--- src/rtl/obj_layer_pkg.sv ---
`default_nettype none
// ============================================================================
// Module   : obj_layer_pkg
// Purpose  : Shared defaults, object position type and state-bus field
//            offset helpers for the sprite-object layer.
// Revision : 1.0 - initial release
// ============================================================================
package obj_layer_pkg;

  localparam int DEF_COORD_W = 10;
  localparam int DEF_SLOT_W  = 32;
  localparam int DEF_OBJ_W   = 40;
  localparam int DEF_OBJ_H   = 40;

  // One object position as exported by the game-state bus
  typedef struct packed {
    logic [DEF_COORD_W-1:0] x;
    logic [DEF_COORD_W-1:0] y;
  } obj_pos_t;

  // LSB of object i's x field inside the packed state bus
  function automatic int x_lsb(input int i, input int slot_w = DEF_SLOT_W);
    return 2 * i * slot_w;
  endfunction

  // LSB of object i's y field inside the packed state bus
  function automatic int y_lsb(input int i, input int slot_w = DEF_SLOT_W);
    return (2 * i + 1) * slot_w;
  endfunction

endpackage
`default_nettype wire

--- src/rtl/obj_hit_test.sv ---
`default_nettype none
// ============================================================================
// Module   : obj_hit_test
// Purpose  : Stage-1 hit test for one object. Subtracts the object origin
//            from the pixel position and registers the in-sprite flag plus
//            the sprite-local offsets.
// Revision : 1.0 - initial release
// ============================================================================
module obj_hit_test
  import obj_layer_pkg::*;
#(
  parameter int COORD_W = DEF_COORD_W,
  parameter int OBJ_W   = DEF_OBJ_W,
  parameter int OBJ_H   = DEF_OBJ_H
) (
  input  logic               Clk,
  input  logic               Reset_n,
  input  logic [COORD_W-1:0] draw_x,
  input  logic [COORD_W-1:0] draw_y,
  input  logic               blank_n,
  input  logic [COORD_W-1:0] x,
  input  logic [COORD_W-1:0] y,
  input  logic               en,
  output logic               in_obj,
  output logic [COORD_W:0]   dx,
  output logic [COORD_W:0]   dy
);

  localparam logic [COORD_W:0] W_LIM = (COORD_W+1)'(OBJ_W);
  localparam logic [COORD_W:0] H_LIM = (COORD_W+1)'(OBJ_H);

  logic [COORD_W:0] dx_c;
  logic [COORD_W:0] dy_c;
  logic             in_c;

  // Subtraction form: a pixel left of / above the origin goes negative
  // (MSB set), so an origin near the screen edge cannot wrap into a hit.
  assign dx_c = {1'b0, draw_x} - {1'b0, x};
  assign dy_c = {1'b0, draw_y} - {1'b0, y};
  assign in_c = en & blank_n
              & ~dx_c[COORD_W] & (dx_c < W_LIM)
              & ~dy_c[COORD_W] & (dy_c < H_LIM);

  // Stage-1 pipeline registers
  always_ff @(posedge Clk) begin
    if (!Reset_n) begin
      in_obj <= 1'b0;
      dx     <= '0;
      dy     <= '0;
    end else begin
      in_obj <= in_c;
      dx     <= dx_c;
      dy     <= dy_c;
    end
  end

endmodule
`default_nettype wire

--- src/rtl/object_layer_engine.sv ---
`default_nettype none
// ============================================================================
// Module   : object_layer_engine
// Purpose  : Sprite-object layer. Snapshots object positions on each VS
//            falling edge, runs a 2-cycle per-pixel hit test with fixed
//            priority (lowest index wins), and reports per-frame overlaps.
// Revision : 1.0 - initial release
// ============================================================================
module object_layer_engine
  import obj_layer_pkg::*;
#(
  parameter int NUM_OBJ = 10,
  parameter int COORD_W = DEF_COORD_W,
  parameter int SLOT_W  = DEF_SLOT_W,
  parameter int OBJ_W   = DEF_OBJ_W,
  parameter int OBJ_H   = DEF_OBJ_H,
  parameter int ADDR_W  = 11
) (
  input  logic                        Clk,
  input  logic                        Reset_n,
  input  logic [NUM_OBJ*2*SLOT_W-1:0] state_bus,
  input  logic [NUM_OBJ-1:0]          obj_en,
  input  logic                        VGA_VS,
  input  logic                        VGA_BLANK_N,
  input  logic [COORD_W-1:0]          DrawX,
  input  logic [COORD_W-1:0]          DrawY,
  output logic                        hit,
  output logic [$clog2(NUM_OBJ)-1:0]  obj_idx,
  output logic [ADDR_W-1:0]           spr_addr,
  output logic [NUM_OBJ-1:0]          coll_mask,
  output logic [15:0]                 frame_cnt
);

  localparam int              IDX_W    = $clog2(NUM_OBJ);
  localparam logic [ADDR_W-1:0] OBJ_W_A = ADDR_W'(OBJ_W);

  logic                vs_q;
  logic                snap;
  logic [NUM_OBJ-1:0]  shadow_en;
  logic [NUM_OBJ-1:0]  in_vec;
  logic [COORD_W:0]    dx_arr [NUM_OBJ];
  logic [COORD_W:0]    dy_arr [NUM_OBJ];
  logic [NUM_OBJ-1:0]  acc;
  logic                multi_hit;
  logic [IDX_W-1:0]    win_idx;
  logic [COORD_W:0]    win_dx;
  logic [COORD_W:0]    win_dy;
  logic [ADDR_W-1:0]   win_addr;
  logic                unused_bus_bits;

  // Only the low COORD_W bits of each slot carry a coordinate
  assign unused_bus_bits = ^state_bus;

  // VS history; reset high so a low VS at release still counts as a fall
  always_ff @(posedge Clk) begin
    if (!Reset_n) vs_q <= 1'b1;
    else          vs_q <= VGA_VS;
  end

  assign snap = vs_q & ~VGA_VS;

  // Per-object shadow registers and stage-1 hit test
  generate
    for (genvar i = 0; i < NUM_OBJ; i++) begin : g_obj
      localparam int XL = x_lsb(i, SLOT_W);
      localparam int YL = y_lsb(i, SLOT_W);

      logic [COORD_W-1:0] shadow_x;
      logic [COORD_W-1:0] shadow_y;

      // Load this object's position only at the frame edge to avoid tearing
      always_ff @(posedge Clk) begin
        if (!Reset_n) begin
          shadow_x     <= '0;
          shadow_y     <= '0;
          shadow_en[i] <= 1'b0;
        end else if (snap) begin
          shadow_x     <= state_bus[XL +: COORD_W];
          shadow_y     <= state_bus[YL +: COORD_W];
          shadow_en[i] <= obj_en[i];
        end
      end

      obj_hit_test #(
        .COORD_W (COORD_W),
        .OBJ_W   (OBJ_W),
        .OBJ_H   (OBJ_H)
      ) u_hit (
        .Clk     (Clk),
        .Reset_n (Reset_n),
        .draw_x  (DrawX),
        .draw_y  (DrawY),
        .blank_n (VGA_BLANK_N),
        .x       (shadow_x),
        .y       (shadow_y),
        .en      (shadow_en[i]),
        .in_obj  (in_vec[i]),
        .dx      (dx_arr[i]),
        .dy      (dy_arr[i])
      );
    end
  endgenerate

  // Fixed-priority encode: walk high to low so the lowest set index wins
  always_comb begin
    win_idx = '0;
    win_dx  = '0;
    win_dy  = '0;
    for (int i = NUM_OBJ - 1; i >= 0; i--) begin
      if (in_vec[i]) begin
        win_idx = IDX_W'(i);
        win_dx  = dx_arr[i];
        win_dy  = dy_arr[i];
      end
    end
  end

  assign win_addr  = ADDR_W'(win_dy) * OBJ_W_A + ADDR_W'(win_dx);
  // Clearing the lowest set bit leaves something iff two or more were set
  assign multi_hit = |(in_vec & (in_vec - NUM_OBJ'(1)));

  // Stage-2 output registers
  always_ff @(posedge Clk) begin
    if (!Reset_n) begin
      hit      <= 1'b0;
      obj_idx  <= '0;
      spr_addr <= '0;
    end else begin
      hit      <= |in_vec;
      obj_idx  <= win_idx;
      spr_addr <= (|in_vec) ? win_addr : '0;
    end
  end

  // Collision accumulation and per-frame reporting
  always_ff @(posedge Clk) begin
    if (!Reset_n) begin
      acc       <= '0;
      coll_mask <= '0;
      frame_cnt <= '0;
    end else if (snap) begin
      coll_mask <= acc;
      acc       <= '0;
      frame_cnt <= frame_cnt + 16'd1;
    end else if (multi_hit) begin
      acc <= acc | in_vec;
    end
  end

endmodule
`default_nettype wire

--- config.mk ---
export PLATFORM = sky130hd
export DESIGN_NAME = object_layer_engine
export DESIGN_NICKNAME = d
export VERILOG_FILES = /design/src/rtl/obj_layer_pkg.sv /design/src/rtl/obj_hit_test.sv /design/src/rtl/object_layer_engine.sv
export SDC_FILE = /design/constraint.sdc
export NUM_CORES = 1
export LEC_CHECK = 0
export ABC_AREA = 1
export CAP_MARGIN = 20
export CORE_AREA = 5 5 274 276
export CTS_CLUSTER_SIZE = 28
export DETAILED_ROUTE_END_ITERATION = 10
export DIE_AREA = 0 0 279 281
export PLACE_DENSITY = 0.7
export SLEW_MARGIN = 10
export SYNTH_ARGS = -nofsm -noshare
export SYNTH_HDL_FRONTEND = slang
export SYNTH_HIERARCHICAL = 1
export SYNTH_SLANG_ARGS = --single-unit
--- constraint.sdc ---
create_clock -name Clk -period 3.7 [get_ports Clk]
set_clock_uncertainty 0.15 [all_clocks]
set_input_delay 0.555 -clock Clk [delete_from_list [all_inputs] [get_ports Clk]]
set_output_delay 0.555 -clock Clk [all_outputs]
set_load 0.01 [all_outputs]
# Word-level counts from Yosys, hierarchy flattened
# Index checks and enable logic that the tools add are counted.
# classes
mux	29
n_reduce_logical	8
n_bitwise	75
n_mul	1
order_cmp	20
n_addsub	23
# op_table
op	n
$lt 11x6->1 const B	20
$mux 11	20
$sub 10x10->11	20
$and 1x1->1	51
$not 1->1	22
$reduce_or 10->1	2
$add 16x1->16 const B	1
$mux 3	4
$add 11x11->11	1
$mul 11x3->8 const B	1
$and 10x10->10	1
$or 10x10->10	1
$sub 10x1->10 const B	1
$reduce_or 9->1	1
$mux 4	2
$reduce_or 5->1	1
$mux 2	2
$reduce_or 2->1	2
$reduce_or 3->1	1
$reduce_and 2->1	1
$mux 1	1
# totals
output_inout_bits	42
input_bits	674
register_bits	493

# Longest topological paths before layout
# depth
word_depth	12
mapped_depth	24
mapped_depth_nobuf	23

# Hierarchy
# The synthesis kept the hierarchy.
# modules_own_cells
module	area_per_inst_um2	instances	cells_each
obj_hit_test (g_obj[2].u_hit ...)	1835.5	7	287
object_layer_engine	11111.9	1	1545
obj_hit_test (g_obj[0].u_hit ...)	1814.2	2	287
obj_hit_test (g_obj[1].u_hit)	1732.9	1	285

# Worst setup path after synthesis
# No wires, ideal clock.
# synth_timing
kind	reg-to-reg
from	reg g_obj[2].u_hit.in_obj
to	reg spr_addr[10]
setup_time_ps	70
t_arrival_ps	3478
required_ps	3480
n_path_buf	2
path_slack_ps	2
stages_incl_launch_ff	20
path_cell_list	dfxtp_1 clkbuf_1 nand2_1 clkbuf_1 o22ai_1 nor2_1 a22oi_1 inv_1 ha_1 ha_1 fa_1 xor2_1 ha_1 nand2_1 o21ai_0 a21oi_1 nand3b_1 nand2_1 nand3_1 a21oi_1
# synth_via
elab_chain_cells	5
word_cells_on_any_way	10
cone_classes	add/sub: 1; mul: 1; mux: 6; reduce/logical: 2
# synth_lines
item	line_no	source
start, declared	obj_hit_test.sv:24	output logic in_obj,
start signal, assigned	obj_hit_test.sv:51	in_obj <= in_c;
$mux 11 (3 in a row)	object_layer_engine.sv:110	if (in_vec[i]) begin
$mul 11x3->8	object_layer_engine.sv:118	assign win_addr = ADDR_W'(win_dy) * OBJ_W_A + ADDR_W'(win_dx);
$add 11x11->11	object_layer_engine.sv:118	
end signal, assigned	object_layer_engine.sv:131	spr_addr <= (|in_vec) ? win_addr : '0;
end, declared	object_layer_engine.sv:29	output logic [ADDR_W-1:0] spr_addr,
# Several ways; a longest one is shown, not always the timed one.
# A chain may end at the register's enable or synchronous reset.

# Worst setup path in the final report
# layout_timing
from	reg g_obj[7].u_hit.in_obj
to	reg spr_addr[10]
# layout_via
elab_chain_cells	10
word_cells_on_any_way	20
cone_classes	add/sub: 1; mul: 1; mux: 16; reduce/logical: 2
# layout_lines
item	line_no
start, declared	obj_hit_test.sv:24
start signal, assigned	obj_hit_test.sv:51
$mux 11 (8 in a row)	object_layer_engine.sv:110
$mul 11x3->8	object_layer_engine.sv:118
$add 11x11->11	object_layer_engine.sv:118
# Several ways; a longest one is shown, not always the timed one.

==> run_results.csv <==
group,metric,value,unit
status,status,"finished clean",
layout,nFillCells,7386,
timing,slew_headroom,40.1,%
routing,wl_per_cell,16.5,um
global_routing,antenna_found_initial,2,
pwr,clockPowerShare,36.1,%
routing,drtAntennaViolNets,0,
min_path,hold_path.class,"input pin to register",
critical_path,reg2reg_slack,0.11,ns
critical_path,crit_path_start_kind,"register",
pwr,p_int,9.88,mW
critical_path,required,4.08,ns
pwr,p_seq_share,38.9,%
critical_path,startpoint,"g_obj[7].u_hit/in_obj",
logic_synthesis,syn_avg_cell_area,6.58,um2
clock_network,cts_hold_buf,0,
clock_network,cts_root_buffer,"clkbuf_16",
place,gp_congestion,0.937,
floorplanning,core-area,0.0723,mm2
critical_path,cp_max_fo,10,
place,post_dp_cell_area,0.0330,mm2
logic_synthesis,syn_inst,4344,
flow_run,max-cap-violations,0,
global_routing,grt_overflow,0,
logic_synthesis,yosysWarnings,6,
timing,maxSlewViolCount,0,
layout,drive_above_1_share,11.6,%
clock_network,clk_latency,0.61,ns
critical_path,endpoint,"spr_addr[10]",
critical_path,crit_type,"register to register",
timing,final-setup-viol-count,0,
clock_network,cts.path.max_buffers,3,
clock_network,path_clk_slew,0.07,ns
layout,fin_cells,5673,
logic_synthesis,synth.cell_area,0.0286,mm2
routing,drt-initial-drc-count,2006,
routing,drcViolationCount,0,
clock_network,h-tree-depth,2,
pwr,leakage,17.1,nW
routing,firstDrtPassIters,8,
place,dp_slack,-0.265,ns
routing,avgViaCountPerCell,4.84,
timing,post-route-period-util,96.9,%
timing,final.setup.tns,0,ns
logic_synthesis,synthesis.nets,5257,
routing,wl,93700,um
layout,multi_input_area,0.0166,mm2
timing,tightest_slew,0.899,ns
floorplanning,ios,716,
timing,worst_slack,0.114,ns
pwr,power.total,14.5,mW
layout,syn_to_final_growth,23.0,%
pwr,switching_power,4.64,mW
place,dpl.hpwl,70300,um
timing,rsz0062_at_grt,"yes",
layout,final_cell_area,0.0351,mm2
global_routing,grt_usage,23.1,%
timing,hold_viol_final,0,
clock_network,clock_sinks,463,
pwr,p_per_area,413,mW/mm2
pwr,swShare,32.0,%
layout,final_nets,5587,
floorplanning,die_h,281,um
floorplanning,start_util,39.5,%
floorplanning,die_width,279,um
critical_path,crit_arrival,3.96,ns
timing,fmax,279,MHz
global_routing,grt_max_degree,230,
layout,register_area,0.00928,mm2
clock_network,numCtsBuffers,52,
floorplanning,dieArea,0.0784,mm2
critical_path,reg2reg_to,"spr_addr[10]",
routing,vias,27500,
critical_path,setup.worst_path.end_class,"register",
pwr,power_frac_comb,24.9,%
pwr,peakVddDrop,280,uV
timing,whs,0.127,ns
place,io_buffers,275,
global_routing,grt_pass1_vias,25500,
global_routing,grt_pass1_wl,144000,um
clock_network,tritoncts,"built",
layout,fin_util,48.6,%
timing,min_period,3.59,ns
critical_path,r2r-start,"g_obj[7].u_hit/in_obj",
floorplanning,placementRows,99,
critical_path,rr_worst_depth,24,
place,dp.cells,5573,
## power groups by stage
stage	combinational (mW)	sequential [mW]	clock, mW
2_1_floorplan	2.45	5.65	0
3_3_place_gp	3.52	5.75	0
3_5_place_dp	3.56	5.75	0
4_1_cts	3.59	5.65	5.35
5_1_grt	4.10	5.69	5.56
6_report	3.62	5.65	5.25
## layout make-up
type	instances	share of cell area, %
tap	959	3.42
inverter	636	6.82
multi-input combinational	3121	47.4
antenna	2	0.0142
timing repair buffer	400	11.0
clock inverter	24	0.691
sequential	463	26.4
clock buffer	68	4.28
## worst min path at each step
stage / to / cells past startpoint / from
after global routing: g_obj[3].u_hit/dx[2] / 3 / Reset_n
after detailed placement: frame_cnt[14] / 2 / frame_cnt[14]
after global placement: frame_cnt[14] / 2 / frame_cnt[14]
after CTS: g_obj[3].u_hit/dx[2] / 3 / Reset_n
final: g_obj[3].u_hit/dx[2] / 3 / Reset_n
after floorplan: coll_mask[0] / 2 / acc[0]
## state kept, by name, indices dropped and copies added (netlist names)
name / cells
acc: 10
coll_mask: 10
frame_cnt: 16
g_obj.shadow_x: 100
g_obj.shadow_y: 100
g_obj.u_hit/dx: 110
g_obj.u_hit/dy: 80
g_obj.u_hit/in_obj: 10
hit: 1
obj_idx: 4
shadow_en: 10
spr_addr: 11
vs_q: 1
## layer usage
| metal | wire length, um | part of all wire (%) | global-route usage, % |
|---|---|---|---|
| met1 | 46000 | 49 | 33.5 |
| met2 | 39700 | 42 | 36.2 |
| met3 | 5420 | 5.8 | 3.41 |
| met4 | 2580 | 2.7 | 5.59 |
| met5 | 0 | 0 | 0 |
## timing repair
item,in CTS,in global routing
pin swaps,10,34
buffers inserted,1,5
resized for setup,29,50
endpoints found under the setup margin,4,4
## cells in the final DEF, fill, tap and decap left out, drive strengths merged, types with 2 or more instances in the layout
cell and n:
xor2 5, a22oi 8, clkinvlp 6, a21boi 10
nor3 20, buf 126, clkdlybuf4s50 274, a21oi 227
clkinv 18, or2 20, nand4 21, o21a 4
o21ai 279, o211ai 6, nand3b 68, bufinv 3
ha 217, nand2 1122, a221oi 5, dfxtp 463
o22ai 26, nor2 808, clkbuf 68, nand3 239
diode 2, a21o 2, fa 22, a22o 9
inv 633
## worst max-delay path: stages (launching register included)
cell,delay [ns]
dfxtp_4,0.36
buf_6,0.12
buf_4,0.16
a21oi_2,0.13
nand2_1,0.09
nand2_1,0.09
nand2_1,0.07
nand2_1,0.07
nand2_1,0.05
nand2_1,0.09
nand2_1,0.10
ha_1,0.32
ha_4,0.24
nand2_2,0.08
nand3_2,0.08
xor2_1,0.17
ha_1,0.34
a21oi_2,0.16
o21ai_2,0.08
a21oi_2,0.13
nand3b_1,0.12
nand2_1,0.07
inv_1,0.05
nand2_1,0.06
a21oi_2,0.12
Power figures use the tool's default switching activity.
